### src/rtl/pattern_sequencer_pkg.sv
// seq_pkg: shared state encoding and count-width helper for pattern_sequencer
package seq_pkg;
  typedef enum logic [1:0] {
    IDLE  = 2'b00,
    CLEAR = 2'b01,
    RUN   = 2'b10,
    DONE  = 2'b11
  } state_t;
  function automatic int cnt_w(input int width);
    return $clog2(width + 1);
  endfunction
endpackage

### src/rtl/pattern_sequencer_if.sv
// pattern_sequencer_if: board/detector-side bundle of pattern_sequencer
// master (board + detector): start, pattern, z_in (and loop with SEQ_LOOP_EN) out; status in
// slave (sequencer): w, step, det_clr, busy, done, match_count out
interface pattern_sequencer_if #(parameter int WIDTH = 8);
  import seq_pkg::*;
  logic start;
  logic [WIDTH-1:0] pattern;
  logic z_in;
`ifdef SEQ_LOOP_EN
  logic loop;
`endif
  logic w;
  logic step;
  logic det_clr;
  logic busy;
  logic done;
  logic [cnt_w(WIDTH)-1:0] match_count;
  modport master (
    output start, pattern, z_in,
`ifdef SEQ_LOOP_EN
    output loop,
`endif
    input w, step, det_clr, busy, done, match_count
  );
  modport slave (
    input start, pattern, z_in,
`ifdef SEQ_LOOP_EN
    input loop,
`endif
    output w, step, det_clr, busy, done, match_count
  );
endinterface

### src/rtl/pattern_sequencer_tick_gen.sv
// tick_gen: TICK_DIV prescaler with sync clear/enable; tick is high on the last count while enabled
// ports: clk, reset (async active-low), clr, en, tick
module tick_gen #(
  parameter int TICK_DIV = 4
) (
  input  logic clk,
  input  logic reset,
  input  logic clr,
  input  logic en,
  output logic tick
);
  localparam int PW = TICK_DIV > 1 ? $clog2(TICK_DIV) : 1;
  logic [PW-1:0] cnt;
  logic last;
  assign last = cnt == PW'(TICK_DIV - 1);
  assign tick = en & last;
  always_ff @(posedge clk or negedge reset)
    if (!reset) cnt <= '0;
    else if (clr) cnt <= '0;
    else if (en) cnt <= last ? '0 : cnt + PW'(1);
endmodule

### src/rtl/pattern_sequencer.sv
// pattern_sequencer: shifts a latched pattern MSB-first into a detector and counts its matches
// ports: clk, reset (async active-low), bus (pattern_sequencer_if.slave)
// optional SEQ_LOOP_EN: adds bus.loop; completion with loop=1 pulses done and restarts with a fresh pattern
module pattern_sequencer
  import seq_pkg::*;
#(
  parameter int WIDTH    = 8,
  parameter int TICK_DIV = 4
) (
  input logic clk,
  input logic reset,
  pattern_sequencer_if.slave bus
);
  localparam int CW = cnt_w(WIDTH);
  state_t state, nxt;
  logic [WIDTH-1:0] sr;
  logic [CW-1:0] bit_cnt, acc, mc;
  logic step_d, tick, step, latch, fin;
  tick_gen #(.TICK_DIV(TICK_DIV)) u_tick (
    .clk(clk),
    .reset(reset),
    .clr(latch),
    .en(state == RUN),
    .tick(tick)
  );
  // gate off the prescaler once all bits are sent so TICK_DIV=1 does not overrun
  assign step = tick & (bit_cnt != CW'(WIDTH));
  assign bus.step = step;
  assign bus.w = (state == RUN) & sr[WIDTH-1];
  assign bus.det_clr = state == CLEAR;
  assign bus.busy = (state == CLEAR) | (state == RUN);
  assign bus.done = state == DONE;
  assign bus.match_count = mc;
  always_ff @(posedge clk or negedge reset)
    if (!reset) state <= IDLE;
    else state <= nxt;
  always_comb begin
    nxt = state;
    latch = 1'b0;
    fin = 1'b0;
    case (state)
      IDLE: if (bus.start) begin
        nxt = CLEAR;
        latch = 1'b1;
      end
      CLEAR: nxt = RUN;
      RUN: if (step_d && bit_cnt == CW'(WIDTH)) begin
        nxt = DONE;
        fin = 1'b1;
      end
      DONE: begin
`ifdef SEQ_LOOP_EN
        if (bus.loop) begin
          nxt = CLEAR;
          latch = 1'b1;
        end else
`endif
        if (!bus.start) nxt = IDLE;
      end
    endcase
  end
  // z_in answers the step of the previous cycle; the last answer is folded straight into the result
  always_ff @(posedge clk or negedge reset)
    if (!reset) begin
      sr <= '0;
      bit_cnt <= '0;
      acc <= '0;
      step_d <= 1'b0;
      mc <= '0;
    end else begin
      step_d <= step;
      if (latch) begin
        sr <= bus.pattern;
        bit_cnt <= '0;
      end else if (step) begin
        sr <= {sr[WIDTH-2:0], 1'b0};
        bit_cnt <= bit_cnt + CW'(1);
      end
      if (latch) acc <= '0;
      else if (step_d && bus.z_in) acc <= acc + CW'(1);
      if (fin) mc <= acc + CW'(bus.z_in);
    end
endmodule

### src/flat_wrapper.sv
// flat-port wrapper written by rule: the top's interface ports become plain ports
module pattern_sequencer_flat import seq_pkg::*;
#(
  parameter int WIDTH    = 8,
  parameter int TICK_DIV = 4
)
  (clk, reset, bus_start, bus_pattern, bus_z_in, bus_w, bus_step, bus_det_clr, bus_busy, bus_done, bus_match_count);
  pattern_sequencer_if #(.WIDTH(WIDTH)) bus_i ();
  input logic clk;
  input logic reset;
  input wire logic [$bits(bus_i.start)-1:0] bus_start;
  input wire logic [$bits(bus_i.pattern)-1:0] bus_pattern;
  input wire logic [$bits(bus_i.z_in)-1:0] bus_z_in;
  output wire logic [$bits(bus_i.w)-1:0] bus_w;
  output wire logic [$bits(bus_i.step)-1:0] bus_step;
  output wire logic [$bits(bus_i.det_clr)-1:0] bus_det_clr;
  output wire logic [$bits(bus_i.busy)-1:0] bus_busy;
  output wire logic [$bits(bus_i.done)-1:0] bus_done;
  output wire logic [$bits(bus_i.match_count)-1:0] bus_match_count;
  assign bus_i.start = bus_start;
  assign bus_i.pattern = bus_pattern;
  assign bus_i.z_in = bus_z_in;
  assign bus_w = bus_i.w;
  assign bus_step = bus_i.step;
  assign bus_det_clr = bus_i.det_clr;
  assign bus_busy = bus_i.busy;
  assign bus_done = bus_i.done;
  assign bus_match_count = bus_i.match_count;
  pattern_sequencer #(.WIDTH(WIDTH), .TICK_DIV(TICK_DIV)) u_core (.clk(clk), .reset(reset), .bus(bus_i));
endmodule
### config.mk
export PLATFORM = sky130hd
export DESIGN_NAME = pattern_sequencer_flat
export DESIGN_NICKNAME = d
export VERILOG_FILES = /design/src/rtl/pattern_sequencer_pkg.sv /design/src/rtl/pattern_sequencer_if.sv /design/src/rtl/pattern_sequencer_tick_gen.sv /design/src/rtl/pattern_sequencer.sv /design/src/flat_wrapper.sv
export SDC_FILE = /design/constraint.sdc
export NUM_CORES = 1
export LEC_CHECK = 0
export CAP_MARGIN = 25
export CORE_UTILIZATION = 40
export CTS_CLUSTER_SIZE = 14
export DETAILED_ROUTE_END_ITERATION = 6
export PLACE_DENSITY_LB_ADDON = 0.2
export SLEW_MARGIN = 20
export SYNTH_ARGS = -nofsm -noshare
export SYNTH_HDL_FRONTEND = slang
export SYNTH_HIERARCHICAL = 1
export SYNTH_SLANG_ARGS = --single-unit
### constraint.sdc
create_clock -name clk -period 2.5 [get_ports clk]
set_clock_uncertainty 0.15 [all_clocks]
set_input_delay 0.25 -clock clk [delete_from_list [all_inputs] [get_ports clk]]
set_output_delay 0.25 -clock clk [all_outputs]
set_load 0.05 [all_outputs]
==> flow_summary.yaml, run 1 <==
outcome:
  run_status: "finished, final reports clean"
final_layout:
  multiInputGateArea_um2: 620.6
  final-seq-area_um2: 625.6
  drive_gt1_share_pct: 10.00
  fill_cells: 304
  final_area_um2: 1585
  syn_to_final_growth_pct: 23.13
  diodes: 0
  nets: 174
clocking:
  postCtsHoldBufs: 0
  cts_setup_buffers: 0
  cts_resized: 1
  tritoncts: "built"
  clk_latency_ns: 0.31
  clk_path_buf_depth: 2
  htreeDepth: 1
  root_buffer: "clkbuf_4"
  cts_buffers: 3
  clk_transition_reported_paths_ns: 0.13
  cts.sinks: 25
critical_path:
  r2r_start: "u_core/state[0]$_DFFE_PN0P_"
  critPathMaxStageDelay_ns: 0.80
  ff2ff_setup_slack_ns: 0.44
  crit_required_ns: 2.10
  reg2reg_depth: 6
  cp-end-kind: "output port"
  r2r_end: "u_core/bit_cnt[2]$_DFFE_PN0P_"
  path_class: "register to output port"
  setup.worst_path.start_class: "register"
  worst-path-max-fanout: 4
  crit_arrival_ns: 1.94
  path_cells: "inv_1, ha_1, clkdlybuf4s50_1"
  cpMaxStageDelayCell: "clkdlybuf4s50_1"
logic_synthesis:
  synth.distinct_cells: 28
  synth_edf_count: 0
  syn_area_um2: 1287
  yosysTopAreaCellShare_pct: 48.59
  ys_top_cells_by_area: "dfrtp_1 (49%), ha_1 (11%), mux2_2 (5.2%)"
  ys_warn_count: 6
  synth_flop_cell: "dfrtp_1"
  syn_inst: 127
  synth-seq-area-share_pct: 48.59
  synth_seq_cells: 25
  ys_async_sr_fraction_pct: 100.0
  syn_nets: 150
  avgSynthCellArea_um2: 10.14
  synth.largest_area_cell: "dfrtp_1"
global_routing:
  antenna_found_initial: 0
  grt_pass1_wl_um: 4174
  grt_overflow: 0
  grt.total_usage_pct: 15.95
  grt_pass1_vias: 968
  grt_start_max_net_pins: 26
sta:
  hold-worst-slack_ns: 0.1350
  final.setup.tns_ns: 0
  worstMarginPinSlew_ns: 0.4932
  slew_headroom_pct: 67.02
  finalMaxSlewViolations: 0
  fmax_mhz: 427.5
  period_needed_ns: 2.339
  grt_setup_unrepaired: "false"
  fin_ws_ns: 0.1609
  setup_viol: 0
  finalHoldViolCount: 0
  post-route-period-util_pct: 93.56
placement:
  preCtsSetupSlack_ns: 0.3207
  placed_area_um2: 1558
  hpwl_um: 1793
  place.gp.congestion: 0.7620
  io_buffers: 20
routing:
  num_vias: 977
  avgRoutedWirePerCell_um: 12.47
  route.antenna.remaining_nets: 0
  detail_route.first_pass.iterations: 4
  drt_iter0_markers: 37
  viasPerCell: 5.036
  routed_wl_um: 2420
  drc: 0
die:
  core_um2: 3053
  io_pins: 21
  die-area_um2: 3450
  fp.dieW_um: 58.74
  die_h_um: 58.74
  num_rows: 20
  start_util_pct: 42.17
flow_run:
  maxCapViolations: 0
pwr:
  peakVddDrop_mv: 0.8034
  p_leak_nw: 0.7031
  powerDensity_nw_per_um2: 920.5
min_path:
  hp-class: "input port to asynchronous set/reset pin"
metrics by stage:
stage	power [W]	util [%]	cells
3_5_place_dp	0.001304	51.02	190
3_3_place_gp	0.001274	51.02	190
6_report	0.001459	51.93	194
4_1_cts	0.001482	51.84	194
2_1_floorplan	0.001103	-	127
5_1_grt	0.001564	51.93	194
worst max-delay path by stage:
stage,startpoint,endpoint,slack (ns)
final,u_core/state[0]$_DFFE_PN0P_,bus_busy,0.16
after global routing,u_core/state[0]$_DFFE_PN0P_,bus_step,0.008
after detailed placement,u_core/state[0]$_DFFE_PN0P_,bus_w,0.32
after floorplan,u_core/state[0]$_DFFE_PN0P_,u_core/sr[0]$_DFFE_PN0P_,0.34
after CTS,u_core/state[0]$_DFFE_PN0P_,bus_step,0.09
after global placement,u_core/state[0]$_DFFE_PN0P_,bus_w,0.37
state kept, by name (all words and copies together) (netlist names):
register	count
u_core/u_tick/cnt	2
u_core/step_d	1
u_core/state	2
u_core/acc	4
u_core/bit_cnt	4
u_core/bus.match_count	4
u_core/sr	8
power by group:
part	total, W	switching [W]	internal [W]	leakage, nW
sequential	0.000599	0.0000800	0.000519	0.316
clock	0.000177	0.000115	0.0000623	0.0150
combinational	0.000683	0.000406	0.000277	0.372
total	0.00146	0.000601	0.000858	0.703
per-layer routing:
metal	wire (um)	track usage, %
met1	1076	18.45
met5	0	0
met3	69	2.637
met4	19	5.102
met2	1254	29.71
worst max-delay path: cells and delay by family, from the launching register on:
kind / cells / cell delay [ns]
buf+inv: 2 / 0.90
flops: 1 / 0.44
fa+ha+maj: 1 / 0.30
Yosys cell counts (all sizes together), types with 2 or more instances:
master	number
o21ai	12
a31oi	7
mux2	6
ha	11
a21oi	14
nor2	12
and2	2
nand2	5
clkbuf	3
nand3	7
xor2	4
inv	6
dfrtp	25
cell families (layout without fill, tap and decap cells):
family	count (synthesis)	count (layout)	share of synthesized area (%)
compound gates	34	34	14.58
simple gates	34	34	13.32
flops	25	25	48.59
fa+ha+maj	11	11	10.69
buf+inv	11	34	3.400
mux	7	7	6.025
xor+xnor	5	5	3.401
layout by cell type (no fill, tap or decap), drive strengths merged, types with 2 or more instances in the layout:
cell           instances
dfrtp                 25
clkdlybuf4s50         18
a21oi                 14
o21ai                 12
nor2                  12
ha                    11
a31oi                  7
nand3                  7
inv                    6
mux2                   6
nand2                  5
xor2                   4
clkbuf                 4
buf                    4
and2                   2
area by class of cell:
class / count / share of cell area, %
timing repair buffer: 23 / 14.60
inverter: 7 / 1.657
tap: 44 / 3.473
sequential: 25 / 39.46
multi-input combinational: 91 / 39.15
clock buffer: 4 / 1.657
(Power assumes the default switching activity.)
==> run 2: changes to the inputs <==
CTS_CLUSTER_SIZE = not set   (was 14)
MAX_ROUTING_LAYER = met4   (was not set)
==> run 2 against run 1 <==
Against the previous run:
- sequential power barely moved
- first-iteration DRC count down 14%
- final area stayed put
- wire length about the same
- critical path depth unchanged
- register-to-register slack about the same
- via count unchanged
- clock-buffer cell count unchanged
- total power is essentially flat
- global-route usage up 0.48 points
- critical endpoint unchanged
- largest cell class unchanged
==> flow_summary.yaml, run 2 (synthesis results as in run 1) <==
outcome:
  run_status: "finished, final reports clean"
routing:
  route.antenna.remaining_nets: 0
  avgRoutedWirePerCell_um: 12.48
  routed_wl_um: 2421
  drt_iter0_markers: 32
  detail_route.first_pass.iterations: 4
  drc: 0
  viasPerCell: 5.036
  num_vias: 977
global_routing:
  grt_pass1_wl_um: 4174
  grt.total_usage_pct: 16.43
  grt_overflow: 0
  antenna_found_initial: 0
  grt_start_max_net_pins: 26
  grt_pass1_vias: 969
pwr:
  power_w: 0.001459
  powerDensity_nw_per_um2: 920.2
  peakVddDrop_mv: 0.8034
  p_leak_nw: 0.7031
final_layout:
  fill_cells: 304
  regMostFlops: "u_core/sr"
  drive_gt1_share_pct: 10.00
  multiInputGateArea_um2: 620.6
  layout_common_cells: "dfrtp_1 (25), clkdlybuf4s50_1 (18), a21oi_1 (13)"
  diodes: 0
  final-seq-area_um2: 625.6
  largest_reg_flops: 8
  finalNonFillerCells: 194
  final_common_cell: "dfrtp_1"
  nets: 174
  syn_to_final_growth_pct: 23.13
sta:
  final.setup.tns_ns: 0
  finalHoldViolCount: 0
  hold-worst-slack_ns: 0.1359
  worstMarginPinSlew_ns: 0.4932
  slew_headroom_pct: 67.02
  grt_setup_unrepaired: "false"
  setup_viol: 0
  period_needed_ns: 2.338
  post-route-period-util_pct: 93.54
  finalMaxSlewViolations: 0
  fmax_mhz: 427.6
clocking:
  clk_transition_reported_paths_ns: 0.13
  cts_setup_buffers: 0
  clk_path_buf_depth: 2
  cts_buffers: 3
  htreeDepth: 1
  root_buffer: "clkbuf_4"
  clk_latency_ns: 0.31
  tritoncts: "built"
  postCtsHoldBufs: 0
  cts.sinks: 25
  cts_resized: 1
die:
  die-area_um2: 3450
  io_pins: 21
  fp.dieW_um: 58.74
  start_util_pct: 42.17
  core_um2: 3053
  num_rows: 20
  die_h_um: 58.74
critical_path:
  setup.worst_path.start_class: "register"
  cp-end-kind: "output port"
  reg2reg_depth: 6
  path_class: "register to output port"
  crit_arrival_ns: 1.94
  crit_required_ns: 2.10
  worst-path-max-fanout: 4
placement:
  place.gp.congestion: 0.7720
  io_buffers: 20
  dp_cells: 190
  hpwl_um: 1793
min_path:
  hp-class: "input port to asynchronous set/reset pin"
flow_run:
  maxCapViolations: 0
[run 2: cell counts in the layout (fill, tap and decap cells not counted)]
Identical to the previous run, type by type.
[run 2: final timing paths]
path / from / to / slack, ns
setup / recovery: u_core/state[0]$_DFFE_PN0P_ / bus_busy / 0.16
hold / removal: reset / u_core/bit_cnt[3]$_DFFE_PN0P_ / 0.14
setup reg to reg: u_core/state[0]$_DFFE_PN0P_ / u_core/bit_cnt[2]$_DFFE_PN0P_ / 0.44
hold reg to reg: u_core/bus.match_count[2]$_DFFE_PN0P_ / u_core/bus.match_count[2]$_DFFE_PN0P_ / 0.37
max in group asynchronous: reset / u_core/state[0]$_DFFE_PN0P_ / 1.83
min in group clk: bus_pattern[4] / u_core/sr[4]$_DFFE_PN0P_ / 0.35
[run 2: cell type report]
cell class	count	area share, %
inverter	7	1.657
timing repair buffer	23	14.60
multi-input combinational	91	39.15
sequential	25	39.46
clock buffer	4	1.657
tap	44	3.473
[run 2: metrics by stage]
step / worst slack (ns) / util, % / instance area, um^2
2_1_floorplan: 0.3393 / - / 1287
3_3_place_gp: 0.3695 / 51.02 / 1558
3_5_place_dp: 0.3207 / 51.02 / 1558
4_1_cts: 0.09131 / 51.84 / 1583
5_1_grt: 0.007564 / 51.93 / 1585
6_report: 0.1616 / 51.93 / 1585
[run 2: power by group]
group	leakage, nW	switching, W	internal, W
registers	0.316	0.0000797	0.000519
clock network	0.0150	0.000115	0.0000622
logic	0.372	0.000406	0.000277
total	0.703	0.000601	0.000858
[run 2: worst max-delay path: stages, from the launching register on]
cell	delay, ns
dfrtp_1	0.44
inv_1	0.10
ha_1	0.30
clkdlybuf4s50_1	0.80
[run 2: metal layers]
layer  up-vias  wire, um  track usage [%]
met3         2        70            2.637
met5         -         0                -
met1       465      1079            18.45
met2        16      1250            29.71
li1        494         -                -
met4         0        21            5.102
